`src/rtl/pc_gen.sv`:
```
// pc_gen: program-counter generator for the IM stage of the pipelined core.
// It produces the fetch address and applies redirects from EX. A registered
// one-cycle override carries LWI data addresses. It also provides a chain of
// pipelined PC+1 copies and a small circular return-address stack.
module pc_gen #(
   parameter int unsigned     PC_W       = 16,
   parameter logic [PC_W-1:0] RST_VEC    = '0,
   parameter int unsigned     PIPE_DEPTH = 3,
   parameter int unsigned     RAS_DEPTH  = 4
) (
   input  logic                       clk,
   input  logic                       rst_n,
   input  logic                       stall,
   input  logic                       flow_change,
   input  logic [PC_W-1:0]            dst,
   input  logic                       ovr_req,
   input  logic [PC_W-1:0]            ovr_addr,
   input  logic                       ras_push,
   input  logic                       ras_pop,
   output logic [PC_W-1:0]            pc,
   output logic                       ovr_valid,
   output logic [PIPE_DEPTH*PC_W-1:0] pc_pipe,
   output logic [PC_W-1:0]            ras_top,
   output logic                       ras_empty,
   output logic                       ras_full
);

   localparam int unsigned SP_W  = $clog2(RAS_DEPTH);
   localparam int unsigned CNT_W = $clog2(RAS_DEPTH + 1);

   localparam logic [0:0] RUN = 1'b0;
   localparam logic [0:0] OVR = 1'b1;

   localparam logic [CNT_W-1:0] CNT_MAX = CNT_W'(RAS_DEPTH);
   localparam logic [CNT_W-1:0] CNT_ONE = CNT_W'(1);

   // Fetch state
   logic [0:0]      state_q, state_d;
   logic [PC_W-1:0] pc_f_q, pc_f_d;
   logic [PC_W-1:0] ovr_q, ovr_d;
   logic [PC_W-1:0] pc_inc;

   // PC pipe
   logic [PC_W-1:0] pipe_q [PIPE_DEPTH];

   // Return-address stack
   logic [PC_W-1:0]  ras_q [RAS_DEPTH];
   logic [SP_W-1:0]  sp_q, sp_d;
   logic [CNT_W-1:0] cnt_q, cnt_d;
   logic             ras_wr_en;
   logic [SP_W-1:0]  ras_wr_idx;

   // The increment wraps naturally at the PC width.
   assign pc_inc = pc_f_q + PC_W'(1);

   // Next fetch PC, override address and RUN/OVR state.
   always_comb begin
      state_d = state_q;
      pc_f_d  = pc_f_q;
      ovr_d   = ovr_q;
      case (state_q)
         RUN: begin
            if (ovr_req) begin
               state_d = OVR;
               ovr_d   = ovr_addr;
               if (flow_change) begin
                  pc_f_d = dst;
               end
            end else if (!stall) begin
               pc_f_d = flow_change ? dst : pc_inc;
            end
         end
         default: begin
            state_d = ovr_req ? OVR : RUN;
            if (ovr_req) begin
               ovr_d = ovr_addr;
            end
            if (flow_change) begin
               pc_f_d = dst;
            end
         end
      endcase
   end

   // Fetch registers. An asynchronous reset discards any pending override or redirect.
   always_ff @(posedge clk or negedge rst_n) begin
      if (!rst_n) begin
         state_q <= RUN;
         pc_f_q  <= RST_VEC;
         ovr_q   <= '0;
      end else begin
         state_q <= state_d;
         pc_f_q  <= pc_f_d;
         ovr_q   <= ovr_d;
      end
   end

   // PC pipe: stage 0 follows fetch, later stages shift every cycle.
   always_ff @(posedge clk or negedge rst_n) begin
      if (!rst_n) begin
         for (int k = 0; k < PIPE_DEPTH; k++) begin
            pipe_q[k] <= '0;
         end
      end else begin
         if (!stall && state_q == RUN) begin
            pipe_q[0] <= pc_inc;
         end
         for (int k = 1; k < PIPE_DEPTH; k++) begin
            pipe_q[k] <= pipe_q[k-1];
         end
      end
   end

   // RAS pointer/count update and entry write selection.
   always_comb begin
      sp_d       = sp_q;
      cnt_d      = cnt_q;
      ras_wr_en  = 1'b0;
      ras_wr_idx = sp_q;
      case ({ras_push, ras_pop})
         2'b10: begin
            ras_wr_en  = 1'b1;
            ras_wr_idx = sp_q + SP_W'(1);
            sp_d       = sp_q + SP_W'(1);
            if (cnt_q != CNT_MAX) begin
               cnt_d = cnt_q + CNT_ONE;
            end
         end
         2'b01: begin
            if (cnt_q != '0) begin
               sp_d  = sp_q - SP_W'(1);
               cnt_d = cnt_q - CNT_ONE;
            end
         end
         2'b11: begin
            ras_wr_en  = 1'b1;
            ras_wr_idx = sp_q;
            if (cnt_q == '0) begin
               cnt_d = CNT_ONE;
            end
         end
         default: begin
            sp_d = sp_q;
         end
      endcase
   end

   // RAS registers. A full stack overwrites its oldest entry on push.
   always_ff @(posedge clk or negedge rst_n) begin
      if (!rst_n) begin
         sp_q  <= '0;
         cnt_q <= '0;
         for (int i = 0; i < RAS_DEPTH; i++) begin
            ras_q[i] <= '0;
         end
      end else begin
         sp_q  <= sp_d;
         cnt_q <= cnt_d;
         if (ras_wr_en) begin
            ras_q[ras_wr_idx] <= pipe_q[0];
         end
      end
   end

   // Output muxes and flattening of the pipe copies.
   always_comb begin
      pc        = (state_q == OVR) ? ovr_q : pc_f_q;
      ovr_valid = (state_q == OVR);
      ras_empty = (cnt_q == '0);
      ras_full  = (cnt_q == CNT_MAX);
      ras_top   = (cnt_q != '0) ? ras_q[sp_q] : RST_VEC;
      pc_pipe   = '0;
      for (int k = 0; k < PIPE_DEPTH; k++) begin
         pc_pipe[k*PC_W +: PC_W] = pipe_q[k];
      end
   end

endmodule

```
`config.mk`:
```
export PLATFORM = sky130hd
export DESIGN_NAME = pc_gen
export DESIGN_NICKNAME = d
export VERILOG_FILES = /design/src/rtl/pc_gen.sv
export SDC_FILE = /design/constraint.sdc
export NUM_CORES = 1
export LEC_CHECK = 0
export ABC_CLOCK_PERIOD_IN_PS = 1650
export BUFFER_PORTS_ARGS = -buffer_cell sky130_fd_sc_hd__buf_2
export CAP_MARGIN = 20
export CORE_MARGIN = 1.5
export CORE_UTILIZATION = 50
export CTS_BUF_LIST = sky130_fd_sc_hd__clkbuf_8
export DETAILED_ROUTE_END_ITERATION = 12
export PLACE_DENSITY = 0.76
export SKIP_LAST_GASP = 1
export SYNTH_ARGS = -nofsm -noshare
export SYNTH_HDL_FRONTEND = slang
export SYNTH_SLANG_ARGS = --single-unit
export TNS_END_PERCENT = 1
```
`constraint.sdc`:
```
create_clock -name clk -period 1.65 [get_ports clk]
set_input_delay 0.165 -clock clk [delete_from_list [all_inputs] [get_ports clk]]
set_output_delay 0.165 -clock clk [all_outputs]
set_load 0.05 [all_outputs]
```
Word-level counts from Yosys, hierarchy flattened
Index checks and enable logic that the tools add are counted.

Bits in registers: 150. Input port bits: 39. Output and inout port bits: 83.

Equality and inequality tests: 9. Bitwise gates (word level): 3. Multiplexer cells: 22. $lt $le $gt $ge: 3. Add/sub/neg operators: 5. Reduce and logical (&&, ||, !) cells: 10.

Operators by type and width (count): $mux 16 (10); $bwmux 64 (1); $bmux 16 s2 (1); $demux 16 s2 (1); $add 16x1->16 const B (1); $mux 3 (3); $pmux 3 s3 (1); $ge 3x3->1 const B (2); $ne 2x2->1 const B (3); $not 2->3 (2); $reduce_bool 3->1 (2); $eq 2x2->1 const B (2); $mux 2 (2); $pmux 2 s2 (1); $reduce_and 4->1 (1); $add 3x1->3 const B (1); $eq 3x3->1 const B (1); $logic_not 3->1 (1); $lt 3x1->1 const B (1); $ne 3x1->1 const B (1); $ne 3x3->1 const B (1); $sub 3x1->3 const B (1); $add 2x1->2 const B (1); $eq 2x1->1 const B (1); other kinds (8) (10).

Longest topological paths before layout
Gate-level depths: netlist of the first run.

Depth after elaboration: 8. Depth in mapped cells: 6. Depth with buffers taken out: 5.

Worst setup path before layout of the first run
No wires, ideal clock.

Kind: register to output. Start: register cnt_q[2]. End: output ras_top[10]. Arrival time: 2.104 ns. Required time: 1.485 ns. Buffers on the path: 1. Cell stages (with the launch flop): 4. Slack: -0.619 ns. Path through: dfrtp_1 -> nor3_1 -> clkbuf_1 -> nor2b_1.

Word-level cells in the longest chain between the ends: 2.

Ends and longest elaborated chain: start, declared (RTL line 49) `logic [CNT_W-1:0] cnt_q, cnt_d;`; start signal, assigned (RTL line 158) `cnt_q <= cnt_d;`; $reduce_bool 3->1 (RTL line 171) `ras_top = (cnt_q != '0) ? ras_q[sp_q] : RST_VEC;`; $mux 16 (RTL line 171); end, declared (RTL line 23) `output logic [PC_W-1:0] ras_top,`.

No other way between the ends.

Worst setup path after layout of the first run
Start: register sp_q[0]. End: output ras_top[6].

Word-level cells in the longest chain between the ends: 5.

Ends and longest elaborated chain: start, declared (RTL line 48) `logic [SP_W-1:0] sp_q, sp_d;`; start signal, assigned (RTL line 157) `sp_q <= sp_d;`; $not 2->3 (not written as such) (RTL line 171); $bmux 16 s2 (RTL line 171); $mux 16 (not written as such) (2 in series) (RTL line 171); $mux 16 (RTL line 171).

No other way between the ends. The select of a mux whose other input is x is not followed.

==> summary.txt, run 1 <==
Global routing
  – First-pass GRT wire length: 25500 um
  – GRT Total Usage: 0.233
  – Largest net degree at the start of global routing: 47
  – Initial antenna violation count: 0
  – GR Overflow Total: 0
  – Vias in the first global route: 5091

Die
  – Die area: 14000 um^2
  – Die width: 118 um
  – Core footprint: 12800 um^2
  – Top-Level Pins: 122
  – Vert. Die Dim: 118 um
  – Initial core utilization: 0.519
  – Row cnt: 41

Timing
  – Fin. Hold Viols: 0
  – Max Clk Rate: 480 MHz
  – Final Setup Violations: 89
  – Slew HR: 0.648
  – Worst setup margin: -0.434 ns
  – Hold slack: 0.0277 ns
  – Worst-Margin Slew: 0.524 ns
  – Setup repair after global routing missed its margin: yes
  – Post-layout min period: 2.08 ns
  – Worst clock skew: 0.0156 ns
  – Period utilization: 1.26
  – Fin. max-slew vios: 0

Finish
  – Fin nets: 739
  – Multi-input gate area: 2770 um^2
  – Syn-to-layout area delta: 30.9%
  – Proportion of layout cells with a drive suffix above 1: 0.487
  – Filler cell count: 921
  – Sequential Area: 3750 um^2
  – Post-Layout Cell Count: 883
  – Antenna Cells: 0

CTS
  – Clock Tree Buf Depth: 2
  – Cts bufs inserted: 17
  – Clk_lat worst skew: 0.46 ns
  – Root buffer cell: clkbuf_8
  – Number of H-tree levels: 4
  – Clk slew on worst S/H paths: 0.08 ns
  – CTS tree: built
  – TritonCTS Sinks: 150

Synthesis
  – Mapped Nets: 546
  – Seq/Total Area, Yosys: 0.566
  – Cell taking the most area after synthesis: dfrtp_1
  – Post-Synthesis Cells: 505
  – Post-synth EDFFs: 0
  – Synth top cells by count: dfrtp_1 (150), mux2_2 (95), nor2_1 (40)
  – Yosys top cell area share: 0.566
  – Post-synth cell types: 48
  – Most frequent cell after synthesis: dfrtp_1
  – FFs w/ async S/R, synth: 1.00
  – Yosys warning total: 0
  – Post-synthesis instance area: 6630 um^2
  – Most used DFF post-synth: dfrtp_1
  – Top cells by area, synth: dfrtp_1 (57%), mux2_2 (16%), mux4_2 (5.4%)
  – Mean post-synth cell area: 13.1 um^2
  – Register bit count reported by yosys: 150

Pwr
  – Peak VDD IR: 0.884 mV
  – Final Total Pwr: 16700 uW
  – Power per cell area: 1920 nW/um^2
  – Leak Pwr: 0.00372 uW

Setup path
  – Max incr delay on CP: 0.50 ns
  – CP max FO: 7
  – Setup CP Type: flip-flop to primary output
  – Slowest stage cell, crit path: mux4_2
  – Setup crit start: sp_q[0]
  – Critical R2R Launch: sp_q[0]
  – Crit path cell chain: buf_12, mux4_2, nor2b_4, buf_4
  – CP arrival: 1.92 ns
  – Nature of the critical path endpoint: primary output
  – Startpoint types: flip-flop
  – WP data required: 1.48 ns

Place
  – Final HPWL DP: 10600 um
  – Placed cell count: 817
  – IO buf count: 121
  – Pre-CTS WS: -0.0551 ns
  – GPL Wtd Cong: 0.888

Detailed routing
  – DR iter-0 viols: 219
  – Drt pass-1 iters: 4
  – DR WL/cell: 17.8 um
  – Number of remaining DRC errors: 0
  – Vias: 4844
  – Via density: 5.49
  – Drt total wl: 15700 um
  – Post-route ant nets: 0

Min path
  – Worst Hold Class: primary input to flip-flop
  – Hold Path Origin: dst[9]

Flow run
  – Max-cap violation count: 0

Run status
  – Failing checks: setup timing
  – Outcome: finished, violations left
-- logic make-up after synthesis --
group / after synthesis / synth area share
mux: 111 / 0.216
flops: 150 / 0.566
simple gates: 111 / 0.0862
compound gates: 73 / 0.0743
buf+inv: 40 / 0.0292
fa+ha+maj: 2 / 0.00490
xor+xnor: 18 / 0.0238
-- placed cells by master, fill, tap and decap left out, drive strengths merged, types with 2 or more instances in the layout --
cell,instances
a211o,4
nor2b,17
o311ai,2
buf,176
nand2b,2
a31o,2
clkinvlp,4
a21oi,19
nor2,41
o221a,3
o21ai,14
o22ai,7
nor3,6
clkinv,5
a31oi,5
nand3,6
dfrtp,150
inv,9
nand3b,2
nand4,5
xor2,8
clkbuf,20
mux4,16
a211oi,6
nor4,4
or3,4
xnor2,10
o21a,3
mux2,95
nand2,17
o32ai,5
dlygate4sd3,31
-- flip-flops by register name, summed over array words and instances (netlist names) --
name,flops
cnt_q,3
ovr_q,16
ovr_valid,1
pc_f_q,16
pc_pipe,48
ras_q,64
sp_q,2
-- through the flow --
stage               utilization  instance area (um^2)  setup TNS (ns)
floorplan                     -                  6710           -3.30
global placement          0.615                  7850        -0.00874
detailed placement        0.615                  7850          -0.624
CTS                       0.670                  8560          -11.38
global route              0.680                  8680          -22.32
finish                    0.680                  8680          -16.40
-- metal layers --
metal / GRT usage / up-vias / wire length (um)
met3: 0.0627 / 28 / 926
met1: 0.293 / 2421 / 6590
met5: 0 / - / 0
li1: - / 2208 / -
met2: 0.389 / 187 / 7910
met4: 0.0808 / 0 / 261
-- worst max-delay path: cells and delay by family, from the launching register on --
family | cells | cell delay, ns
simple gates | 1 | 0.14
flops | 1 | 0.48
mux | 1 | 0.50
buf+inv | 2 | 0.35
-- power breakdown --
group / switching (uW) / total [uW] / leakage, uW / internal, uW
combinational: 4640 / 8280 / 0.00186 / 3630
sequential: 831 / 5650 / 0.00167 / 4820
clock: 1440 / 2720 / 0.000185 / 1280
total: 6910 / 16700 / 0.00372 / 9740
-- layout make-up --
| cell class | count | share of cell area |
|---|---|---|
| clock buffer | 19 | 0.0301 |
| clock inverter | 13 | 0.0141 |
| inverter | 6 | 0.00259 |
| multi-input combinational | 315 | 0.319 |
| sequential | 150 | 0.433 |
| tap | 172 | 0.0248 |
| timing repair buffer | 208 | 0.177 |
-- worst paths after layout --
path,slack (ns),endpoint,cells after the start
setup / recovery,-0.43,ras_top[6],4
max in group asynchronous,0.86,pc_pipe[25],3
hold / removal,0.03,pc_f_q[9],2
hold reg to reg,0.37,pc_pipe[44],0
min in group asynchronous,0.18,cnt_q[2],2
setup reg to reg,-0.21,ras_q[22],7
-- what timing repair did --
| action | in CTS | in global routing |
|---|---|---|
| endpoints found under the setup margin | 55 | 70 |
| gates cloned | 0 | 1 |
| hold buffers | 31 | 0 |
| resized for setup | 7 | 34 |
| setup buffers | 0 | 2 |
| hold endpoints to repair | 155 | 0 |
Power figures use the tool's default switching activity.
==> run 2, diff against run 1 <==
--- a/config.mk
+++ b/config.mk
@@ -5,6 +5,7 @@
 export SDC_FILE = /design/constraint.sdc
 export NUM_CORES = 1
 export LEC_CHECK = 0
+export ABC_AREA = 1
 export ABC_CLOCK_PERIOD_IN_PS = 1650
 export BUFFER_PORTS_ARGS = -buffer_cell sky130_fd_sc_hd__buf_2
 export CAP_MARGIN = 20
@@ -14,6 +15,7 @@
 export DETAILED_ROUTE_END_ITERATION = 12
 export PLACE_DENSITY = 0.76
 export SKIP_LAST_GASP = 1
+export SLEW_MARGIN = 20
 export SYNTH_ARGS = -nofsm -noshare
 export SYNTH_HDL_FRONTEND = slang
 export SYNTH_SLANG_ARGS = --single-unit
==> run 2 against run 1 <==
The run still ends with setup timing left. Power rose by 0.88%. Critical path depth rose by 2. Count of clock-buffer cells in the layout rose by 2. Cell count rose by 24%. First-iteration DRC count rose by 100%. Critical path type unchanged.
==> summary.txt, run 2 <==
CTS
  – Clk_lat worst skew: 0.45 ns
  – Number of H-tree levels: 4
  – Cts bufs inserted: 17
  – TritonCTS Sinks: 150
  – Root buffer cell: clkbuf_8
  – Clk slew on worst S/H paths: 0.08 ns
  – CTS tree: built
  – Clock Tree Buf Depth: 2

Setup path
  – Setup CP Type: flip-flop to primary output
  – Slowest stage cell, crit path: dfrtp_1
  – FF-to-FF path depth: 8
  – CP max FO: 17
  – Setup crit start: sp_q[1]
  – Setup slack, reg-to-reg: -0.12 ns
  – Crit path cell chain: clkinv_2, buf_12, nor2_1, o21ai_1, a21oi_2, buf_6
  – Critical path buffer and inverter count: 3
  – Max incr delay on CP: 0.42 ns
  – Worst reg2reg path endpoint: ras_q[20]
  – Cell family with most CP delay: buffers and inverters
  – CP arrival: 1.74 ns
  – Nature of the critical path endpoint: primary output
  – WP data required: 1.48 ns
  – Startpoint types: flip-flop
  – Critical R2R Launch: sp_q[1]

Finish
  – Fin nets: 943
  – Proportion of layout cells with a drive suffix above 1: 0.297
  – Filler cell count: 1071
  – Sequential Area: 3750 um^2
  – Final instance area: 8580 um^2
  – Multi-input gate area: 2690 um^2
  – Antenna Cells: 0
  – Top reg by flops: ras_q
  – Largest register FFs: 64
  – Most frequent cells in the layout: nand2_1 (175), dfrtp_1 (149), buf_2 (104)
  – Utilization after layout: 0.650
  – Most common cell after layout, fill and taps aside: nand2_1
  – Syn-to-layout area delta: 27.3%

Die
  – Die area: 14200 um^2
  – Top-Level Pins: 122
  – Core footprint: 13200 um^2
  – Row cnt: 42
  – Vert. Die Dim: 119 um
  – Initial core utilization: 0.511
  – Die width: 119 um

Min path
  – Hold EP: pc_f_q[10]
  – Worst Hold Class: primary input to flip-flop
  – Min-Delay Path Depth: 3
  – Hold Path Origin: dst[10]

Global routing
  – GR Overflow Total: 0
  – Initial antenna violation count: 0
  – GRT Total Usage: 0.255
  – Largest net degree at the start of global routing: 47
  – First-pass GRT wire length: 28100 um
  – Grt met3 use: 0.0541
  – Top Usage Layer GRT: met2
  – Global Route met2 Usage: 0.415
  – Met1 GRT Util: 0.343
  – Vias in the first global route: 5690

Synthesis
  – Yosys warning total: 0
  – Mapped Nets: 786
  – Post-synth cell types: 33
  – FFs w/ async S/R, synth: 1.00
  – Post-synthesis instance area: 6740 um^2
  – Yosys top cell area share: 0.557
  – Most used DFF post-synth: dfrtp_1
  – Mean post-synth cell area: 9.04 um^2
  – Register bit count reported by yosys: 150
  – Synth top cells by count: nand2_1 (175), dfrtp_1 (150), o21ai_0 (89)
  – Most frequent cell after synthesis: nand2_1
  – Top cells by area, synth: dfrtp_1 (56%), nand2_1 (9.7%), o21ai_0 (6.6%)
  – Post-synth EDFFs: 0
  – Cell taking the most area after synthesis: dfrtp_1
  – Seq/Total Area, Yosys: 0.557
  – Post-Synthesis Cells: 745

Place
  – IO buf count: 121
  – Final HPWL DP: 11400 um
  – Area after DPL: 7770 um^2
  – GPL Wtd Cong: 0.887

Timing
  – Max Clk Rate: 524 MHz
  – Fin. max-slew vios: 0
  – Period utilization: 1.16
  – Final Setup Violations: 62
  – Worst-Margin Slew: 0.531 ns
  – Slew HR: 0.646
  – Post-layout min period: 1.91 ns
  – Worst setup margin: -0.257 ns
  – Fin. Hold Viols: 0
  – Worst clock skew: 0.00629 ns
  – Final TNS setup: -7.55 ns
  – Setup repair after global routing missed its margin: yes

Detailed routing
  – Number of remaining DRC errors: 0
  – DR iter-0 viols: 447
  – Vias: 5806
  – Drt pass-1 iters: 5
  – Post-route ant nets: 0
  – Via density: 5.32
  – DR WL/cell: 15.9 um
  – Drt total wl: 17300 um

Flow run
  – Max-cap violation count: 0

Run status
  – Outcome: finished, violations left
  – Failing checks: setup timing

Pwr
  – Peak VDD IR: 1.15 mV
  – Leak Pwr: 0.00422 uW
  – Power per cell area: 1960 nW/um^2
## run 2: worst max-delay path by stage
stage	endpoint	slack, ns	cells past startpoint
2_1_floorplan	ras_top[2]	-0.25	5
3_3_place_gp	ras_top[0]	0.08	6
3_5_place_dp	ras_top[0]	0.07	6
4_1_cts	ras_top[2]	-0.24	6
5_1_grt	ras_top[0]	-0.36	6
6_report	ras_top[15]	-0.26	6
## run 2: layout make-up
cell class                      count  area share
Clock inverter                     11      0.0143
Clock buffer                       21      0.0337
Inverter                           58      0.0260
Multi-Input combinational cell    502       0.314
Tap cell                          176      0.0257
Timing Repair Buffer              173       0.149
Sequential cell                   150       0.438
## run 2: power by group
| group | internal (uW) | switching (uW) | total, uW |
|---|---|---|---|
| Clock | 1500 | 1410 | 2910 |
| Combinational | 2880 | 5570 | 8460 |
| Sequential | 4740 | 699 | 5440 |
## run 2: cell families (layout without fill, tap and decap cells)
kind of cell,Yosys count,count (layout),synth area share
AND/OR/NAND/NOR,298,298,0.182
AO/OA/AOI/OAI,176,176,0.151
flip-flops,150,150,0.557
buffers and inverters,93,263,0.0646
multiplexers,16,16,0.0267
XOR/XNOR,10,10,0.0130
adder cells (fa/ha/maj),2,2,0.00483
## run 2: metrics by stage
step	total power, uW	setup WS [ns]	hold WS [ns]	cells
floorplan	11100	-0.252	-0.131	745
global placement	12800	0.0846	0.127	1036
detailed placement	12900	0.0677	0.130	1036
CTS	16500	-0.242	0.0151	1090
global route	17700	-0.359	0.0238	1091
finish	16800	-0.257	0.0333	1091
## run 2: timing repair
action | 4_1_cts | 5_1_grt
cloned | 0 | 1
gates resized for setup | 43 | 31
setup endpoints to repair | 32 | 84
endpoints found under the hold margin | 59 | 0
setup buffers | 3 | 0
pin swaps | 4 | 5
hold buffers | 19 | 0
## run 2: layer usage
layer | up-vias | wire length [um] | share of wire
li1 | 2736 | - | -
met1 | 2840 | 7560 | 0.44
met2 | 202 | 8500 | 0.49
met3 | 28 | 859 | 0.050
met4 | 0 | 388 | 0.022
met5 | - | 0 | 0
## run 2: worst min-delay path, stage by stage
cell and delay [ns]:
buf_2 0.09, o21ai_0 0.07, a21oi_1 0.11
==> run 3, diff against run 2 <==
--- a/config.mk
+++ b/config.mk
@@ -8,7 +8,6 @@
 export ABC_AREA = 1
 export ABC_CLOCK_PERIOD_IN_PS = 1650
 export BUFFER_PORTS_ARGS = -buffer_cell sky130_fd_sc_hd__buf_2
-export CAP_MARGIN = 20
 export CORE_MARGIN = 1.5
 export CORE_UTILIZATION = 50
 export CTS_BUF_LIST = sky130_fd_sc_hd__clkbuf_8
==> constraint.sdc (replaced) <==
create_clock -name clk -period 1.65 [get_ports clk]
set_input_delay 0 -clock clk [delete_from_list [all_inputs] [get_ports clk]]
set_output_delay 0 -clock clk [all_outputs]
set_load 0.05 [all_outputs]
==> run 3 against run 2 <==
The flow still finishes with violations (setup timing). Clock skew up 0.0041 ns. Sequential power decreased by 0.7%. Combinational power fell by 3.2%. Non-clock buffer count grew 22. Die area stayed put. Count of clock-buffer cells in the layout fell by 3. Wire length up 0.45%. Via count is essentially flat. First-iteration DRC count shrank 25%. Core utilization rose by 0.91 points. Sequential cell count unchanged. Design area rose by 1.4%.
==> summary.txt, run 3 (synthesized netlist as in run 2, its figures left out) <==
Detailed routing
  – Via density: 5.23
  – DR iter-0 viols: 337
  – Vias: 5810
  – Drt total wl: 17400 um
  – Post-route ant nets: 0
  – Drt pass-1 iters: 7
  – Number of remaining DRC errors: 0
  – DR WL/cell: 15.7 um

CTS
  – Clk_lat worst skew: 0.45 ns
  – Clk slew on worst S/H paths: 0.08 ns
  – Root buffer cell: clkbuf_8
  – Clock Tree Buf Depth: 2
  – TritonCTS Sinks: 150
  – Number of H-tree levels: 4
  – CTS tree: built
  – Cts bufs inserted: 17

Finish
  – Multi-input gate area: 2680 um^2
  – Largest register FFs: 64
  – Proportion of layout cells with a drive suffix above 1: 0.278
  – Fin nets: 965
  – Syn-to-layout area delta: 29.1%
  – Sequential Area: 3760 um^2
  – Most common cell after layout, fill and taps aside: nand2_1
  – Antenna Cells: 0
  – Top reg by flops: ras_q
  – Filler cell count: 1071
  – Utilization after layout: 0.660
  – Most frequent cells in the layout: nand2_1 (175), dfrtp_1 (148), buf_2 (104)

Timing
  – Hold slack: 0.00562 ns
  – Fin. max-slew vios: 0
  – Slew HR: 0.782
  – Max Clk Rate: 577 MHz
  – Setup repair after global routing missed its margin: yes
  – Final TNS setup: -1.17 ns
  – Final Setup Violations: 35
  – Worst setup margin: -0.0823 ns
  – Worst clock skew: 0.0104 ns
  – Period utilization: 1.05
  – Worst-Margin Slew: 0.324 ns
  – Fin. Hold Viols: 0
  – Post-layout min period: 1.73 ns

Global routing
  – GRT Total Usage: 0.260
  – First-pass GRT wire length: 28700 um
  – Vias in the first global route: 5732
  – GR Overflow Total: 0
  – Initial antenna violation count: 0
  – Largest net degree at the start of global routing: 48

Die
  – Die area: 14200 um^2
  – Top-Level Pins: 122
  – Core footprint: 13200 um^2
  – Initial core utilization: 0.511
  – Row cnt: 42
  – Vert. Die Dim: 119 um
  – Die width: 119 um

Place
  – Final HPWL DP: 11200 um
  – IO buf count: 121
  – GPL Wtd Cong: 0.909

Min path
  – Worst Hold Class: primary input to async pin

Setup path
  – Max incr delay on CP: 0.47 ns
  – CP arrival: 1.73 ns
  – Nature of the critical path endpoint: primary output
  – Crit path cell chain: inv_2, buf_12, o21ai_0, a21oi_1, buf_4
  – WP data required: 1.65 ns
  – CP max FO: 20
  – Setup CP Type: flip-flop to primary output
  – Slowest stage cell, crit path: dfrtp_2
  – Startpoint types: flip-flop

Pwr
  – Final Total Pwr: 16400 uW
  – Peak VDD IR: 1.25 mV
  – Leak Pwr: 0.00426 uW
  – Power per cell area: 1890 nW/um^2

Run status
  – Outcome: finished, violations left
  – Failing checks: setup timing

Flow run
  – Max-cap violation count: 0
[run 3: final cells by class]
| type | count | share of cell area |
|---|---|---|
| timing repair buffer | 195 | 0.165 |
| multi-input combinational | 502 | 0.308 |
| inverter | 58 | 0.0252 |
| tap | 176 | 0.0253 |
| sequential | 150 | 0.432 |
| clock inverter | 11 | 0.0157 |
| clock buffer | 18 | 0.0285 |
[run 3: stage by stage]
stage	area [um^2]	cells	worst slack (ns)
floorplan	6850	745	-0.138
global placement	7730	1035	0.156
detailed placement	7730	1035	0.112
CTS	8660	1110	-0.0806
global route	8700	1110	-0.170
finish	8700	1110	-0.0823
[run 3: path summary, 6_finish.rpt]
kind	slack, ns	cells after the start	endpoint	from
min reg2reg	0.38	0	pc_pipe[38]	pc_pipe[22]
max reg2reg	-0.03	7	ras_q[3]	sp_q[0]
max	-0.08	5	ras_top[3]	sp_q[0]
min in group clk	0.04	5	pc_f_q[7]	flow_change
max in group asynchronous	1.04	3	ovr_valid	rst_n
min	0.006	2	pc_f_q[1]	rst_n
[run 3: layer usage]
metal,track usage,up-vias,part of all wire
li1,-,2782,-
met1,0.346,2763,0.44
met2,0.411,225,0.48
met3,0.0613,40,0.057
met4,0.110,0,0.029
met5,0,-,0
[run 3: repair_timing]
action | 4_1_cts | 5_1_grt
endpoints found under the hold margin | 185 | 0
gates resized for setup | 51 | 8
hold buffers | 41 | 0
endpoints found under the setup margin | 31 | 90
buffers inserted | 4 | 0
gates cloned | 1 | 0
pin swaps | 1 | 1
[run 3: worst max-delay path, delay by kind of cell, from the launching register on]
kind	cells	cell delay, ns
buffers and inverters	3	0.51
AO/OA/AOI/OAI	2	0.30
flip-flops	1	0.47
[run 3: where the power goes]
group,leakage [uW],total [uW],internal [uW],switching [uW]
registers,0.00186,5400,4740,659
clock network,0.000193,2820,1490,1330
logic,0.00221,8190,2710,5480
